`src/rtl/irq_arbiter.sv`:
```
// Interrupt arbiter: synchronizes/edge-detects request lines, holds them pending and presents the top-priority preemptor.
// Source-to-request latency 3 clocks; take/eret act on the next edge and reach outputs only through registered state.
module irq_arbiter #(
  parameter int NIRQ     = 3,
  parameter int NBIT_IRQ = 2
) (
  input  logic                clk,
  input  logic                rst,
  input  logic [NIRQ-1:0]     irq_src,
  input  logic                irq_gen,
  input  logic [NIRQ-1:0]     irq_mask,
  input  logic                irq_take,
  input  logic                irq_eret,
  output logic                irq_req,
  output logic [NBIT_IRQ-1:0] irq_num,
  output logic                irq_busy
);

  logic [NIRQ-1:0]     s1_q, s2_q, s3_q;
  logic [NIRQ-1:0]     pend_q, pend_d;
  logic [NIRQ-1:0]     isv_q, isv_d;
  logic [NIRQ-1:0]     cand;
  logic [NIRQ-1:0]     take_oh;
  logic                win_vld, isv_vld, req_c;
  logic [NBIT_IRQ-1:0] win_idx, isv_idx;

  // Descending scan so the lowest index (highest priority) is the one left standing.
  always_comb begin
    cand    = pend_q & irq_mask;
    win_vld = 1'b0;
    win_idx = '0;
    isv_vld = 1'b0;
    isv_idx = '0;
    for (int i = NIRQ - 1; i >= 0; i--) begin
      if (cand[i]) begin
        win_vld = 1'b1;
        win_idx = NBIT_IRQ'(i);
      end
      if (isv_q[i]) begin
        isv_vld = 1'b1;
        isv_idx = NBIT_IRQ'(i);
      end
    end
    req_c = ~rst & irq_gen & win_vld & (~isv_vld | (win_idx < isv_idx));
  end

  always_comb begin
    take_oh = '0;
    for (int i = 0; i < NIRQ; i++) begin
      take_oh[i] = irq_take & req_c & (win_idx == NBIT_IRQ'(i));
    end
    // A fresh edge on the line being taken re-sets its pending bit.
    pend_d = (pend_q & ~take_oh) | (s2_q & ~s3_q);
    // x & (x-1) drops the lowest set bit: the innermost nesting level returns first.
    isv_d  = (irq_eret ? (isv_q & (isv_q - NIRQ'(1))) : isv_q) | take_oh;
  end

  always_ff @(posedge clk) begin
    if (rst) begin
      s1_q   <= '0;
      s2_q   <= '0;
      s3_q   <= '0;
      pend_q <= '0;
      isv_q  <= '0;
    end else begin
      s1_q   <= irq_src;
      s2_q   <= s1_q;
      s3_q   <= s2_q;
      pend_q <= pend_d;
      isv_q  <= isv_d;
    end
  end

  assign irq_req  = req_c;
  assign irq_num  = req_c ? win_idx : '0;
  assign irq_busy = ~rst & (|isv_q);

endmodule

```
`config.mk`:
```
export PLATFORM = sky130hd
export DESIGN_NAME = irq_arbiter
export DESIGN_NICKNAME = d
export VERILOG_FILES = /design/src/rtl/irq_arbiter.sv
export SDC_FILE = /design/constraint.sdc
export NUM_CORES = 1
export LEC_CHECK = 0
export CAP_MARGIN = 25
export CORE_AREA = 2 2 39 41
export CTS_BUF_LIST = sky130_fd_sc_hd__clkbuf_4
export DETAILED_ROUTE_END_ITERATION = 8
export DIE_AREA = 0 0 41 43
export GPL_ROUTABILITY_DRIVEN = 1
export PLACE_DENSITY = 0.76
export SLEW_MARGIN = 20
export SYNTH_ARGS = -nofsm -noshare
export SYNTH_HDL_FRONTEND = slang
export SYNTH_SLANG_ARGS = --single-unit
```
`constraint.sdc`:
```
create_clock -name clk -period 3.7 [get_ports clk]
set_input_delay 0.74 -clock clk [delete_from_list [all_inputs] [get_ports clk]]
set_output_delay 0.74 -clock clk [all_outputs]
set_load 0.005 [all_outputs]
```
---- Yosys cells after proc, flatten, opt, wreduce, memory -nomap -nowiden ----
Cells that the tools add are included.
word-level totals
  register bits after elaboration ......... 15
  bits of input ports ..................... 11
  output and inout port bits .............. 4
  word-level logic and storage cells ...... 44
cells by class
  add/sub/neg operators ................... 1
  magnitude comparators ................... 1
  equal/unequal tests ..................... 2
  multiplexer cells ....................... 14
  bitwise gates (word level) .............. 19
  reductions and logical operators ........ 2
operators with widths
  operator               count
  $mux W2                7
  $and A3 B3 Y3          4
  $and A1 B1 Y1          8
  $mux W1                6
  $not A3 Y3             2
  $or A3 B3 Y3           2
  $mux W3                1
  $reduce_or A3 Y1       1
  $sub A3 B1 Y3 const B  1
  $eq A2 B1 Y1 const B   1
  $eq A2 B2 Y1 const B   1
  $logic_not A2 Y1       1
  $lt A2 B2 Y1           1
  $not A1 Y1             2
  $or A1 B1 Y1           1

---- Depth between registers and ports, before layout ----
Gate-level depths: netlist (run 1).
  depth in word-level cells ............... 12
  gate-level depth with buffers ........... 8
  gate-level depth less buffers ........... 8

---- Worst setup path after synthesis (run 1) ----
Ideal clock, no wire load.
  kind .................................... in2out
  start ................................... input irq_mask[0]
  end ..................................... output irq_num[0]
  data arrival time ....................... 1876 ps
  setup slack ............................. 1084 ps
  stages .................................. 7
  cells stage by stage .................... nand2_1 > nand2_1 > nor2_1 > ha_1 > o32ai_2 > a31oi_2 > nor4b_1
between the ends
  word-level cells in the longest chain between the ends .. 6
  elaborated cells between the ends (all ways) .. 8
  those cells by class .................... order compare (1); mux (3); bitwise (4)
RTL lines
  item             line  RTL
  start, declared  11    input logic [NIRQ-1:0] irq_mask,
  $and A3 B3 Y3 *  29    cand = pend_q & irq_mask;
  $mux W2          35    if (cand[i]) begin
  $lt A2 B2 Y1     44    req_c = ~rst & irq_gen & win_vld & (~isv_vld | (win_idx < isv_idx));
  $or A1 B1 Y1     44
  $and A1 B1 Y1    44
  $mux W2 *        75    assign irq_num = req_c ? win_idx : '0;
  end, declared    15    output logic [NBIT_IRQ-1:0] irq_num,
Mark *: on every way between the ends. The rest lies on a longest branch, timed or not.

---- Final worst setup path (run 1) ----
  start ................................... input irq_mask[1]
  end ..................................... output irq_num[0]
between the ends
  word-level cells in the longest chain between the ends .. 7
  elaborated cells between the ends (all ways) .. 10
  those cells by class .................... order compare (1); mux (5); bitwise (4)
RTL lines
  item                   line
  $and A3 B3 Y3 *        29
  $mux W2 (2 in series)  35
  $lt A2 B2 Y1           44
  $or A1 B1 Y1           44
  $and A1 B1 Y1          44
  $mux W2 *              75
Marks and branches as above.

==> qor.csv, run 1 <==
metric,value,unit
run_status,completed,
layout.cell_area.non_filler,880.8,um^2
final_cycle_utilization_of_the_critical_path,96.94,%
grt.overflow.total,0,
slowest_stage,clkdlybuf4s50_1,
netlist_area_before_placement,626.9,um^2
report.final.slew_viol_count,0,
wl_per_cell,11.50,um
yosysSeqAreaShare,47.90,%
final.fill_count,130,
die_area,1763,um^2
worst-endpoint-required,2960,ps
route.vias.total,557,
postSynth.asyncResetShare,0,%
drt-pass1-iter-count,3,
clockRootBuffer,clkbuf_4,
clk_pin_slew,90,ps
synth_enable_flop_cells,0,
synth_area_leaders,"dfxtp_1 48%, nor2b_1 9.0%, nand2_1 4.8%",
critical_path.max_fanout,6,
maximum_number_of_pins_on_one_net_before_global_route_repair,19,
cp_num_buf_inv,2,
tightestPinTransition,325.8,ps
timing.setup.critical_path_class,input pin to primary output,
holdCritPathClass,flop to flop,
cp_data_arrival_time,2850,ps
ctsHoldBuffers,0,
route.detailed.drc,0,
core_region_area,1384,um^2
synth-main-ff-cell,dfxtp_1,
fin_cells,109,
whs,444.0,ps
synth_top_cell_by_area,dfxtp_1,
slew_headroom,78.28,%
port-buffer-count,14,
ys.warnings.count,0,
detail-route-antenna-nets,0,
antenna_found_initial,0,
max_cap_viol_count,0,
final_layout_size_suffix_gt1_share,17.20,%
vias_per_cell,5.110,
area_growth,40.52,%
cts_resized,0,
crit_path_start_kind,input pin,
power.leakage,0.0003309,uW
post_cts_buffers,0,
cp-end-kind,primary output,
ioPinCount,15,
numClockSinks,15,
synth_area_per_cell,8.955,um^2
cts_tree,done,
report.final.setup_viol,0,
grt_util_all_layers,17.51,%
peakVddDrop,220.5,uV
insertedDiodeCount,0,
number_of_buffers_created_by_cts,3,
ys_ff_latch,15,
placement_rows,14,
syn_inst,70,
cells_along_the_critical_path,clkdlybuf4s50_1 -> nand2_1 -> nand2_1 -> nor2_1 -> ha_1 -> o32ai_2 -> a31oi_4 -> nor4b_2 -> clkdlybuf4s50_1,
critical_path.top_delay_family,buffers and inverters,
detailedRoute.firstIterationViolations,2,
final_cell_mix,"15 x dfxtp_1, 14 x clkdlybuf4s50_1, 9 x nor2b_1",
fin_crit,3587,ps
grt_pass1_wl,2.056,mm
clkLatencyLatePin,280,ps
leading_cell_type_in_the_layout_fill_and_taps_excluded,dfxtp_1,
synth_largest_type_area_fraction,47.90,%
cts_max_path_buffers,2,
post-place-cells,105,
first_global_vias,529,
final.setup_skew,4.833,ps
gp_routability_congestion,0.7233,
initial_util,45.30,%
htreeDepth,1,
max_incr_delay_on_cp,540,ps
finalHoldViolCount,0,
synthDistinctLibCells,25,
final_core_utilization,63.65,%
net_total_in_the_final_layout,106,
timing.fmax,278.8,MHz
drt_wl_total,1.253,mm
chipHeight,43,um
finalSetupTns,0,ps
pwr_density_cell,340.2,nW/um^2
die_w,41,um
placedInstanceArea,832.0,um^2
mappedNetlistNets,82,
detailedPlacementHpwl,928,um
==> final cells by class <==
cell class	count	area (um^2)	area share, %
Clock inverter	1	5.005	0.5682
Inverter	4	15.01	1.705
Clock buffer	3	22.52	2.557
Tap cell	16	20.02	2.273
Sequential cell	15	300.3	34.09
Multi-Input combinational cell	49	325.3	36.93
Timing Repair Buffer	21	192.7	21.88
==> cells in the mapped netlist, types with 2 or more instances <==
master,instances
inv_1,4
nand2b_1,3
nor2b_1,9
nand2_1,8
nor2_1,7
o21ai_0,2
clkbuf_1,2
dfxtp_1,15
a21oi_1,4
==> through the flow <==
| stage | worst slack [ps] | power (uW) |
|---|---|---|
| global placement | 142.2 | 207.7 |
| CTS | 38.48 | 302.0 |
| detailed placement | 44.77 | 208.8 |
| global route | -3.841 | 314.9 |
| floorplan | 1084 | 189.1 |
| finish | 113.4 | 299.7 |
==> sequential cells by signal, indices dropped and copies added, names as in the netlist <==
| signal | count |
|---|---|
| s3_q | 3 |
| isv_q | 3 |
| s2_q | 3 |
| pend_q | 3 |
| s1_q | 3 |
==> report_power, final <==
group	total (uW)	internal, uW	switching, uW
sequential	170	167	2.41
combinational	36.8	21.9	15.0
clock	93.3	40.1	53.1
==> final timing paths <==
path / start / endpoint / slack (ps) / cells past startpoint
hold reg to reg: s1_q[1] / s2_q[1] / 440 / 1
setup reg to reg: isv_q[1] / pend_q[2] / 1890 / 7
hold / removal: s1_q[1] / s2_q[1] / 440 / 1
setup / recovery: irq_mask[1] / irq_num[0] / 110 / 9
==> worst register-to-register path, stage by stage, from the launching register on <==
cell and delay, ps:
dfxtp_1 380, nor2_1 160, nand2_1 80, ha_1 290, o32ai_2 170, a31oi_4 100
buf_4 170, o41a_1 350
==> logic make-up (layout without fill, tap and decap cells) <==
group	Yosys count	count (layout)	synth area share [%]
flops	15	15	47.90
fa+ha+maj	1	1	1.996
compound gates	13	13	16.57
buf+inv	6	29	3.593
simple gates	35	35	29.94
==> per-layer routing <==
| metal | part of all wire [%] | GRT usage (%) | wire (um) |
|---|---|---|---|
| met2 | 48 | 28.44 | 601 |
| met3 | 4.9 | 4.712 | 61 |
| met4 | 3.0 | 10.00 | 38 |
| met5 | 0 | 0 | 0 |
| met1 | 44 | 19.14 | 552 |
Power figures use the tool's default switching activity.
==> inputs of run 2 (changes only) <==
CAP_MARGIN = 20   (was 25)
==> results of run 2 <==
No change in the layout: final DEF, timing and power equal those of run 1.
